File: config.mk
export PLATFORM = sky130hd
export DESIGN_NAME = traffic_sensor
export DESIGN_NICKNAME = d
export VERILOG_FILES = /design/src/rtl/traffic_pkg.sv /design/src/rtl/sensor_filter.sv /design/src/rtl/traffic_sensor.sv
export SDC_FILE = /design/constraint.sdc
export NUM_CORES = 1
export LEC_CHECK = 0
export BUFFER_PORTS_ARGS = -buffer_cell sky130_fd_sc_hd__clkbuf_2
export CAP_MARGIN = 20
export CORE_ASPECT_RATIO = 2
export CORE_UTILIZATION = 54
export DETAILED_ROUTE_END_ITERATION = 10
export PLACE_DENSITY = 0.82
export REMOVE_ABC_BUFFERS = 1
export SETUP_SLACK_MARGIN = 0.15
export SYNTH_ARGS = -nofsm -noshare
export SYNTH_HDL_FRONTEND = slang
export SYNTH_SLANG_ARGS = --single-unit
File: constraint.sdc
create_clock -name CLK -period 1.4 [get_ports CLK]
set_input_delay 0.14 -clock CLK [delete_from_list [all_inputs] [get_ports CLK]]
set_output_delay 0.14 -clock CLK [all_outputs]
set_load 0.02 [all_outputs]
File: src/rtl/traffic_pkg.sv
// Shared constants and helpers for the traffic sensor front end.
package traffic_pkg;

    localparam int CNT_W            = 8;
    localparam int DB_CYCLES_DEF    = 8;
    localparam int STUCK_CYCLES_DEF = 200;

    typedef logic [CNT_W-1:0] cnt_t;

    // Increment that holds at lim instead of wrapping.
    function automatic cnt_t sat_inc(input cnt_t v, input cnt_t lim);
        return (v == lim) ? v : v + cnt_t'(1);
    endfunction

endpackage

File: src/rtl/sensor_filter.sv
// One approach: two-flop synchronizer, debounce filter, rising-edge pulse and stuck flag.
module sensor_filter
    import traffic_pkg::*;
#(
    parameter int DB_CYCLES    = DB_CYCLES_DEF,
    parameter int STUCK_CYCLES = STUCK_CYCLES_DEF
) (
    input  logic CLK,
    input  logic CLR_N,
    input  logic RAW,
    output logic RISE,
    output logic STUCK
);

    localparam cnt_t DB_LAST = cnt_t'(DB_CYCLES - 1);
    localparam cnt_t STK_MAX = cnt_t'(STUCK_CYCLES);

    logic sync1;
    logic sync2;
    logic f_q;
    logic f_d;
    cnt_t db_cnt;
    cnt_t stk_cnt;

    always_ff @(posedge CLK or negedge CLR_N) begin
        if (!CLR_N) begin
            sync1   <= 1'b0;
            sync2   <= 1'b0;
            f_q     <= 1'b0;
            f_d     <= 1'b0;
            db_cnt  <= '0;
            stk_cnt <= '0;
        end else begin
            sync1 <= RAW;
            sync2 <= sync1;
            f_d   <= f_q;
            // The DB_CYCLES-th consecutive mismatching sample flips the level.
            if (sync2 == f_q) begin
                db_cnt <= '0;
            end else if (db_cnt == DB_LAST) begin
                f_q    <= ~f_q;
                db_cnt <= '0;
            end else begin
                db_cnt <= db_cnt + cnt_t'(1);
            end
            if (!f_q) begin
                stk_cnt <= '0;
            end else begin
                stk_cnt <= sat_inc(stk_cnt, STK_MAX);
            end
        end
    end

    assign RISE  = f_q & ~f_d;
    assign STUCK = (stk_cnt == STK_MAX);

endmodule

File: src/rtl/traffic_sensor.sv
// Two-approach vehicle sensor: filtered detectors, demand latches and cross-demand T output.
module traffic_sensor
    import traffic_pkg::*;
#(
    parameter int DB_CYCLES    = DB_CYCLES_DEF,
    parameter int STUCK_CYCLES = STUCK_CYCLES_DEF
) (
    input  logic       CLK,
    input  logic       CLR_N,
    input  logic       SN_RAW,
    input  logic       SE_RAW,
    input  logic       RN,
    output logic       T,
    output logic       DN,
    output logic       DE,
    output logic [1:0] FAULT
);

    logic rise_n;
    logic rise_e;
    logic stuck_n;
    logic stuck_e;
    logic rn_q;
    logic dn_q;
    logic de_q;
    logic t_q;
    logic north_served;
    logic east_served;
    logic dn_eff;
    logic de_eff;

    sensor_filter #(
        .DB_CYCLES   (DB_CYCLES),
        .STUCK_CYCLES(STUCK_CYCLES)
    ) u_north (
        .CLK  (CLK),
        .CLR_N(CLR_N),
        .RAW  (SN_RAW),
        .RISE (rise_n),
        .STUCK(stuck_n)
    );

    sensor_filter #(
        .DB_CYCLES   (DB_CYCLES),
        .STUCK_CYCLES(STUCK_CYCLES)
    ) u_east (
        .CLK  (CLK),
        .CLR_N(CLR_N),
        .RAW  (SE_RAW),
        .RISE (rise_e),
        .STUCK(stuck_e)
    );

    // North is served when the controller turns north green, east when it turns north red.
    assign north_served = ~RN & rn_q;
    assign east_served  = RN & ~rn_q;

    // A stuck sensor keeps its approach in demand so the intersection never starves it.
    assign dn_eff = dn_q | stuck_n;
    assign de_eff = de_q | stuck_e;

    always_ff @(posedge CLK or negedge CLR_N) begin
        if (!CLR_N) begin
            rn_q <= 1'b0;
            dn_q <= 1'b0;
            de_q <= 1'b0;
            t_q  <= 1'b0;
        end else begin
            rn_q <= RN;
            if (rise_n) begin
                dn_q <= 1'b1;
            end else if (north_served) begin
                dn_q <= 1'b0;
            end
            if (rise_e) begin
                de_q <= 1'b1;
            end else if (east_served) begin
                de_q <= 1'b0;
            end
            t_q <= rn_q ? dn_eff : de_eff;
        end
    end

    assign T     = t_q;
    assign DN    = dn_q;
    assign DE    = de_q;
    assign FAULT = {stuck_e, stuck_n};

endmodule

==> flow_summary.json, run 1 <==
{
  "path_class": "reg2out",
  "start_kind": "register",
  "total_power_mw": 3.96,
  "grt_pass1_wl_mm": 7.68,
  "coreArea_um2": 3610,
  "drive_above_1_share_pct": 46.3,
  "grt_max_degree": 45,
  "drtPass1Iterations": 4,
  "yosysUniqueCellTypes": 31,
  "die_area_um2": 4070,
  "cts_buffer_depth": 2,
  "finalCriticalPeriod_ns": 1.60,
  "vdd.ir_drop.worst_v": 0.00136,
  "overflow": 0,
  "r2r_start": "u_north.stk_cnt[1]$_DFFE_PN0P_",
  "drc": 0,
  "multiInputGateArea_um2": 1210,
  "hp-class": "in2async",
  "cts.sinks": 44,
  "tightestPinTransition_ns": 0.390,
  "grt_pass1_vias": 1727,
  "cp.arrival_ns": 1.46,
  "dr_total_vias": 1894,
  "rows": 31,
  "finalSetupViolations": 16,
  "area_delta_synth_final_pct": 47.2,
  "dieWidth_um": 45.6,
  "slew_viol_final": 0,
  "cts.root.buffer_cell": "clkbuf_8",
  "violations": "setup timing",
  "drv_cap": 0,
  "regArea_um2": 1100,
  "track_usage_pct": 26.1,
  "io_buffers": 9,
  "cts_tree": "done",
  "synth_cells": 201,
  "wl_per_cell_um": 21.2,
  "grt_antenna_before_repair": 0,
  "status": "finished with violations",
  "powerDensity_nw_per_um2": 1310,
  "first_iter_violations": 114,
  "ys.flop_type": "dfrtp_1",
  "ys_warn_count": 0,
  "insertion_delay_ns": 0.30,
  "startpoint": "u_east.stk_cnt[2]$_DFFE_PN0P_",
  "p_leak_nw": 1.24,
  "grt_setup_unrepaired": "true",
  "worstPathRequired_ns": 1.26,
  "max_freq_ghz": 0.627,
  "setup_ws_ns": -0.195,
  "h-tree-depth": 2,
  "die_height_um": 89.2,
  "n_fill_cell": 174,
  "cts_buffers": 5,
  "nets": 271,
  "vias_per_cell": 6.15,
  "place_congestion": 0.864,
  "initial_core_util_pct": 57.0,
  "synth_area_um2": 2050,
  "min_period_over_period_pct": 114,
  "seq_area_frac_synth_pct": 53.6,
  "ios": 10,
  "hold_viol_final": 0,
  "endpoint_kind": "primary output",
  "hpwlAfterDp_mm": 2.68,
  "diodes": 0,
  "fin_skew_ns": 0.0194,
  "path_clk_slew_ns": 0.09,
  "routed_wl_mm": 6.52,
  "synth_edf_count": 0,
  "relSlewSlack_pct": 73.9,
  "setup_tns_ns": -0.986,
  "syn_avg_cell_area_um2": 10.2,
  "crit_fanout": 4,
  "async_flop_share_pct": 100,
  "synth_seq_cells": 44,
  "postRouteAntennaNets": 0
}
## power by group
part | switching, mW | internal [mW]
clock network | 0.441 | 0.530
logic | 0.739 | 0.634
registers | 0.171 | 1.45
total | 1.35 | 2.61
## registers in the layout (all words and copies together) (netlist names)
signal and flops:
u_east.sync1 1, u_east.db_cnt 8, u_north.sync1 1, DE 1
u_north.stk_cnt 8, u_north.sync2 1, u_east.f_d 1, DN 1
u_east.stk_cnt 8, u_north.db_cnt 8, u_east.f_q 1, u_east.sync2 1
rn_q 1, u_north.f_q 1, u_north.f_d 1, T 1
## cell usage in the layout, fill, tap and decap left out, drive strengths merged, types with 5 or more instances in the layout
master,instances
o21ai,19
or3,13
nand2,8
clkbuf,14
nor3,7
buf,42
ha,8
dfrtp,44
inv,12
xor2,7
nand3,17
nor2,16
nand4,5
a21oi,19
## through the flow
| step | hold WS [ns] | worst slack (ns) | cells | cell area (um^2) | util, % |
|---|---|---|---|---|---|
| floorplan | -0.156 | -0.0901 | 197 | 2030 | - |
| global placement | 0.133 | 0.0537 | 272 | 2280 | 63.1 |
| detailed placement | 0.135 | 0.0213 | 272 | 2280 | 63.1 |
| CTS | 0.356 | -0.113 | 299 | 2700 | 74.8 |
| global route | 0.364 | -0.305 | 308 | 3020 | 83.8 |
| finish | 0.345 | -0.195 | 308 | 3020 | 83.8 |
## logic make-up (layout without fill, tap and decap cells)
kind of cell | count (synthesis) | in the layout | synth area share, %
compound gates | 44 | 44 | 11.9
fa+ha+maj | 8 | 8 | 4.87
buf+inv | 18 | 76 | 3.78
flops | 44 | 44 | 53.6
simple gates | 74 | 74 | 20.0
mux | 2 | 2 | 1.10
xor+xnor | 11 | 11 | 4.69
## synth_stat cells (3+ instances only)
master	n	share of area, %
xnor2_1	4	1.7
o21ai_0	19	4.6
dfrtp_1	44	54
nand3_1	16	3.9
nand4_1	5	1.5
inv_1	12	2.2
or3_1	10	3.0
a21oi_1	19	4.6
ha_1	8	4.9
xor2_1	7	3.0
nand2_1	8	1.5
or3_2	3	1.1
nor3_1	7	1.7
nor2_1	16	2.9
## worst max-delay path, cell delays in order (launching register included)
cell and delay [ns]:
dfrtp_1 0.41, or3_4 0.46, nor2_4 0.16, buf_8 0.12
## final timing paths
check / slack (ns) / depth (start not counted) / to
min: 0.34 / 3 / u_east.stk_cnt[6]$_DFFE_PN0P_
max in group asynchronous: 0.82 / 3 / u_north.db_cnt[2]$_DFF_PN0_
min in group CLK: 0.36 / 0 / u_north.sync2$_DFF_PN0_
max reg2reg: -0.16 / 7 / T$_DFF_PN0_
max: -0.20 / 3 / FAULT[1]
min reg2reg: 0.36 / 0 / u_north.sync2$_DFF_PN0_
## what timing repair did
| item | in CTS | in global routing |
|---|---|---|
| resized for setup | 41 | 57 |
| cloned | 0 | 0 |
| hold buffers | 4 | 0 |
| pin swaps | 24 | 33 |
| setup endpoints to repair | 22 | 33 |
| setup buffers | 15 | 9 |
| endpoints found under the hold margin | 47 | 0 |
## layout make-up
type | instances | share of cell area (%)
Multi-Input combinational cell | 139 | 39.9
Sequential cell | 44 | 36.5
Inverter | 14 | 1.74
Timing Repair Buffer | 54 | 16.3
Tap cell | 49 | 2.03
Clock inverter | 2 | 1.16
Clock buffer | 6 | 2.40
## per-layer routing
layer | wire (um) | vias to the layer above | global-route usage, %
met4 | 322 | 0 | 10.2
met1 | 2400 | 959 | 29.3
met5 | 0 | - | 0
li1 | - | 829 | -
met3 | 395 | 29 | 4.44
met2 | 3400 | 77 | 46.8
No activity file was read; power rests on OpenSTA's default activity.
==> run 2: changes to the inputs <==
--- a/config.mk
+++ b/config.mk
@@ -9,6 +9,7 @@
 export CAP_MARGIN = 20
 export CORE_ASPECT_RATIO = 2
 export CORE_UTILIZATION = 54
+export CTS_BUF_LIST = sky130_fd_sc_hd__clkbuf_16
 export DETAILED_ROUTE_END_ITERATION = 10
 export PLACE_DENSITY = 0.82
 export REMOVE_ABC_BUFFERS = 1
==> run 2 against run 1 <==
The flow still finishes with violations (setup timing). Sequential share of layout area shrank 1.0 points. Critical path depth grew 2. Clock power grew 36%. Largest cell class unchanged. Highest routed layer unchanged. Fmax shrank 0.84%. Critical path type unchanged. Power grew 8.7%. Sequential cell count is the same. Clock skew shrank 0.0076 ns. Sequential power is essentially flat. Design area grew 3.3%.
==> flow_summary.json, run 2 (synthesis gave the netlist of run 1 again) <==
{
  "crit_path_max_incr_delay_ns": 0.41,
  "cts.root.buffer_cell": "clkbuf_16",
  "seq_power_share_pct": 37.6,
  "cpMaxStageDelayCell": "dfrtp_2",
  "finalCriticalPeriod_ns": 1.61,
  "hold_viol_final": 0,
  "dieWidth_um": 45.6,
  "startpoint": "u_north.stk_cnt[0]$_DFFE_PN0P_",
  "holdWs_ns": 0.355,
  "p_sw_mw": 1.37,
  "mostFrequentLayoutCells": "dfrtp_1 (39), buf_4 (30), buf_6 (17)",
  "crit_buf_inv": 2,
  "endpoint_kind": "primary output",
  "tightestPinTransition_ns": 0.369,
  "wl_per_cell_um": 21.5,
  "p_leak_nw": 1.31,
  "layoutNonFillerInstCount": 316,
  "crit_family": "simple AND/OR/NAND/NOR gates",
  "swShare_pct": 31.8,
  "grt_max_degree": 45,
  "first_iter_violations": 103,
  "multiInputGateArea_um2": 1180,
  "grt_setup_unrepaired": "true",
  "relSlewSlack_pct": 75.2,
  "drive_above_1_share_pct": 47.2,
  "top_layer": "met4",
  "intPower_mw": 2.94,
  "die_height_um": 89.2,
  "insertion_delay_ns": 0.29,
  "cts_buffers": 5,
  "vdd.ir_drop.worst_v": 0.00141,
  "hpwlAfterDp_mm": 2.68,
  "status": "finished with violations",
  "layout_commonest_cell": "dfrtp_1",
  "cts.sinks": 44,
  "place_congestion": 0.864,
  "hp-class": "in2async",
  "powerDensity_nw_per_um2": 1380,
  "met3_length_um": 453,
  "ios": 10,
  "crit_fanout": 2,
  "pwr-share-comb_pct": 31.8,
  "nets": 279,
  "drc": 0,
  "rrSetupSlack_ns": -0.12,
  "dr_total_vias": 1983,
  "overflow": 0,
  "n_fill_cell": 156,
  "diodes": 0,
  "io_buffers": 9,
  "h-tree-depth": 2,
  "wl_met2_mm": 3.53,
  "drv_cap": 0,
  "dp.cells": 272,
  "crit_chain": "inv_2 > ha_4 > nand4_1 > nor2_4 > buf_8",
  "coreArea_um2": 3610,
  "grt_antenna_before_repair": 0,
  "routed_wl_mm": 6.78,
  "grt_pass1_wl_mm": 8.85,
  "max_freq_ghz": 0.622,
  "drtPass1Iterations": 5,
  "violations": "setup timing",
  "cts_buffer_depth": 2,
  "grt_pass1_vias": 1906,
  "area_delta_synth_final_pct": 52.0,
  "worstPathRequired_ns": 1.26,
  "initial_core_util_pct": 57.0,
  "setup_tns_ns": -0.907,
  "vias_per_cell": 6.28,
  "postRouteAntennaNets": 0,
  "regArea_um2": 1110,
  "setup_ws_ns": -0.209,
  "start_kind": "register",
  "rows": 31,
  "path_clk_slew_ns": 0.07,
  "slew_viol_final": 0,
  "track_usage_pct": 30.8,
  "min_period_over_period_pct": 115,
  "path_class": "reg2out",
  "fin_skew_ns": 0.0118,
  "finalSetupViolations": 13,
  "r2r_start": "u_north.stk_cnt[1]$_DFFE_PN0P_",
  "die_area_um2": 4070,
  "met1_length_mm": 2.45,
  "power_frac_clock_pct": 30.7,
  "cts_tree": "done",
  "cp.arrival_ns": 1.47
}
run 2: changes by cell type in the layout (fill, tap and decap cells not counted), moves of 2 or more:
cell,before,now
nand2_2,2,0
clkbuf_8,5,0
clkbuf_16,1,5
buf_4,26,30
a21oi_1,7,9
dfrtp_2,2,5
nor2_2,4,2
nand3_2,4,2
nor2_1,9,12
a21oi_2,12,10
dfrtp_1,42,39
buf_6,13,17
run 2: final cells by class:
cell class              instances  share of cell area (%)
clock buffers                   5                    4.01
clock inverters                 3                    1.24
flip-flops and latches         44                    35.5
repair buffers                 62                    18.0
multi-input cells             139                    37.7
well taps                      49                    1.96
inverters                      14                    1.68
run 2: final timing paths:
path,end,cells past startpoint
hold / removal,u_north.f_d$_DFF_PN0_,3
setup / recovery,FAULT[0],5
hold reg to reg,u_north.sync2$_DFF_PN0_,0
setup reg to reg,T$_DFF_PN0_,7
min in group CLK,u_north.sync2$_DFF_PN0_,0
max in group asynchronous,u_north.stk_cnt[0]$_DFFE_PN0P_,3
run 2: repair_timing:
action                                  CTS  global route
endpoints found under the setup margin   22            33
hold buffers                              3             1
resized for setup                        54            44
pin swaps                                35            26
setup buffers                            21            11
cloned                                    0             0
hold endpoints to repair                 46             1
run 2: through the flow:
stage          total power, mW  area, um^2  utilization [%]  worst slack, ns
6_report                  4.31        3120             86.6           -0.209
4_1_cts                   3.89        2850             78.9           -0.108
3_5_place_dp              2.34        2280             63.1           0.0213
5_1_grt                   4.48        3120             86.6           -0.233
2_1_floorplan             2.05        2030                -          -0.0901
3_3_place_gp              2.31        2280             63.1           0.0537
run 2: power groups by stage:
stage | clock [mW] | combinational [mW] | sequential, mW
after global routing | 1.40 | 1.45 | 1.63
final | 1.32 | 1.37 | 1.62
after detailed placement | 0 | 0.733 | 1.61
after floorplan | 0 | 0.401 | 1.65
after global placement | 0 | 0.708 | 1.60
after CTS | 1.32 | 1.00 | 1.57
run 2: routing by layer:
| layer | vias to the layer above | GRT usage [%] |
|---|---|---|
| li1 | 842 | - |
| met1 | 983 | 32.8 |
| met2 | 116 | 51.2 |
| met3 | 42 | 9.49 |
| met4 | 0 | 18.5 |
| met5 | - | 0 |
run 2: worst min-delay path, cell delays in order:
cell and delay [ns]:
dlygate4sd3_1 0.52, clkbuf_2 0.12, buf_12 0.24
==> run 3: changes to the inputs <==
--- a/config.mk
+++ b/config.mk
@@ -5,7 +5,7 @@
 export SDC_FILE = /design/constraint.sdc
 export NUM_CORES = 1
 export LEC_CHECK = 0
-export BUFFER_PORTS_ARGS = -buffer_cell sky130_fd_sc_hd__clkbuf_2
+export BUFFER_PORTS_ARGS = -buffer_cell sky130_fd_sc_hd__buf_2
 export CAP_MARGIN = 20
 export CORE_ASPECT_RATIO = 2
 export CORE_UTILIZATION = 54
==> run 3 against run 2 <==
The run still ends with setup timing left. Die area unchanged. Clock-buffer cell count unchanged. Utilization down 0.73 points. Fmax down 0.74%. Final cell count down 1.9%. Combinational power up 8%. Setup slack worse by 0.012 ns. Via count down 1.9%. Clock power up 30%. Critical endpoint is now u_north.stk_cnt[0]$_DFFE_PN0P_. Highest routed layer unchanged.
==> flow_summary.json, run 3 (synthesis gave the netlist of run 1 again) <==
{
  "place_ws_ns": -0.0774,
  "p_leak_nw": 1.28,
  "mostFrequentLayoutCells": "dfrtp_1 (39), buf_4 (30), o21ai_0 (17)",
  "postRouteAntennaNets": 0,
  "setup_tns_ns": -0.868,
  "nets": 273,
  "max_freq_ghz": 0.617,
  "finalSetupViolations": 11,
  "dieWidth_um": 45.6,
  "first_iter_violations": 78,
  "layout_commonest_cell": "dfrtp_1",
  "crit_chain": "inv_2 > ha_4 > nand4_1 > buf_4 > nor3_1 > nor3_1",
  "crit_cells": 6,
  "powerDensity_nw_per_um2": 1560,
  "worstPathRequired_ns": 1.55,
  "cp.arrival_ns": 1.78,
  "pwr-share-comb_pct": 30.8,
  "diodes": 0,
  "vias_per_cell": 6.27,
  "violations": "setup timing",
  "grt_max_degree": 45,
  "grt_pass1_wl_mm": 8.97,
  "path_class": "reg2reg",
  "status": "finished with violations",
  "rows": 31,
  "cpMaxStageDelayCell": "dfrtp_1",
  "hp-class": "reg2reg",
  "area_delta_synth_final_pct": 50.7,
  "drive_above_1_share_pct": 47.9,
  "overflow": 0,
  "vdd.ir_drop.worst_v": 0.00143,
  "finalCriticalPeriod_ns": 1.62,
  "dr_total_vias": 1945,
  "layoutNonFillerInstCount": 310,
  "slew_viol_final": 0,
  "grt_pass1_vias": 1910,
  "grt_antenna_before_repair": 0,
  "place_congestion": 0.848,
  "design_area_um2": 3100,
  "seq_power_share_pct": 33.8,
  "finish.utilization_pct": 85.8,
  "crit_family": "simple AND/OR/NAND/NOR gates",
  "setup_ws_ns": -0.221,
  "start_kind": "register",
  "p_sw_mw": 1.49,
  "holdWs_ns": 0.348,
  "insertion_delay_ns": 0.29,
  "crit_path_max_incr_delay_ns": 0.41,
  "drv_cap": 0,
  "relSlewSlack_pct": 68.0,
  "cts_buffer_depth": 2,
  "cts_buffers": 5,
  "grt_setup_unrepaired": "true",
  "intPower_mw": 3.33,
  "cp_common_cell": "nor3_1",
  "swShare_pct": 30.9,
  "path_clk_slew_ns": 0.07,
  "die_height_um": 89.2,
  "wl_per_cell_um": 21.8,
  "tightestPinTransition_ns": 0.475,
  "track_usage_pct": 32.0,
  "endpoint_kind": "register",
  "min_period_over_period_pct": 116,
  "crit_buf_inv": 2,
  "routed_wl_mm": 6.77,
  "hpwlAfterDp_mm": 2.89,
  "h-tree-depth": 2,
  "power_frac_clock_pct": 35.4,
  "initial_core_util_pct": 57.0,
  "hold_viol_final": 0,
  "cts.root.buffer_cell": "clkbuf_16",
  "ios": 10,
  "crit_fanout": 2,
  "die_area_um2": 4070,
  "dp.cells": 271,
  "holdPathStages": 0,
  "place_area_um2": 2270,
  "total_power_mw": 4.82,
  "cts.sinks": 44,
  "io_buffers": 9,
  "cts_tree": "done",
  "drtPass1Iterations": 4,
  "fin_skew_ns": 0.00798,
  "drc": 0,
  "reg2reg_depth": 6,
  "coreArea_um2": 3610
}
==> run 3: cell types whose count changed in the layout (fill, tap and decap cells not counted), sizes merged <==
cell,delta
clkbuf,-7
bufinv,+2
clkinv,-2
buf,+1
clkinvlp,+1
inv,-1
==> run 3: repair_timing <==
| action | in CTS | in global routing |
|---|---|---|
| resized for setup | 64 | 29 |
| endpoints found under the setup margin | 28 | 33 |
| setup buffers | 21 | 6 |
| pin swaps | 34 | 16 |
| hold buffers | 4 | 0 |
| hold endpoints to repair | 47 | 0 |
==> run 3: power groups by stage <==
stage / logic (mW) / clock network, mW / registers (mW)
final: 1.48 / 1.71 / 1.63
after global routing: 1.56 / 1.78 / 1.63
after CTS: 1.18 / 1.70 / 1.59
after detailed placement: 0.786 / 0 / 1.61
after global placement: 0.757 / 0 / 1.59
after floorplan: 0.401 / 0 / 1.65
==> run 3: worst reg2reg max path, stage by stage, from the launching register on <==
cell and delay [ns]:
dfrtp_1 0.41, inv_2 0.10, ha_4 0.14, nand4_1 0.20
buf_4 0.21, nor3_1 0.29, nor3_1 0.13
==> run 3: layer usage <==
metal,up-vias,wire length (um),track usage [%]
li1,826,-,-
met1,983,2380,32.9
met2,110,3700,54.4
met3,26,388,8.28
met4,0,301,20.9
met5,-,0,0
==> run 3: path summary, 6_finish.rpt <==
kind / from / to / slack, ns
setup / recovery: u_north.stk_cnt[1]$_DFFE_PN0P_ / u_north.stk_cnt[0]$_DFFE_PN0P_ / -0.22
hold / removal: u_north.sync1$_DFF_PN0_ / u_north.sync2$_DFF_PN0_ / 0.35
setup reg to reg: u_north.stk_cnt[1]$_DFFE_PN0P_ / u_north.stk_cnt[0]$_DFFE_PN0P_ / -0.22
max in group asynchronous: CLR_N / u_north.db_cnt[2]$_DFF_PN0_ / 0.80
hold reg to reg: u_north.sync1$_DFF_PN0_ / u_north.sync2$_DFF_PN0_ / 0.35
min in group asynchronous: CLR_N / u_east.stk_cnt[1]$_DFFE_PN0P_ / 0.37
==> run 3: layout make-up <==
cell class                 count  area, um^2
multi-input combinational    139        1180
sequential                    44        1110
fill                         161         510
timing repair buffer          56         478
clock buffer                   5         125
clock inverter                 3        90.1
tap                           49        61.3
inverter                      14        56.3
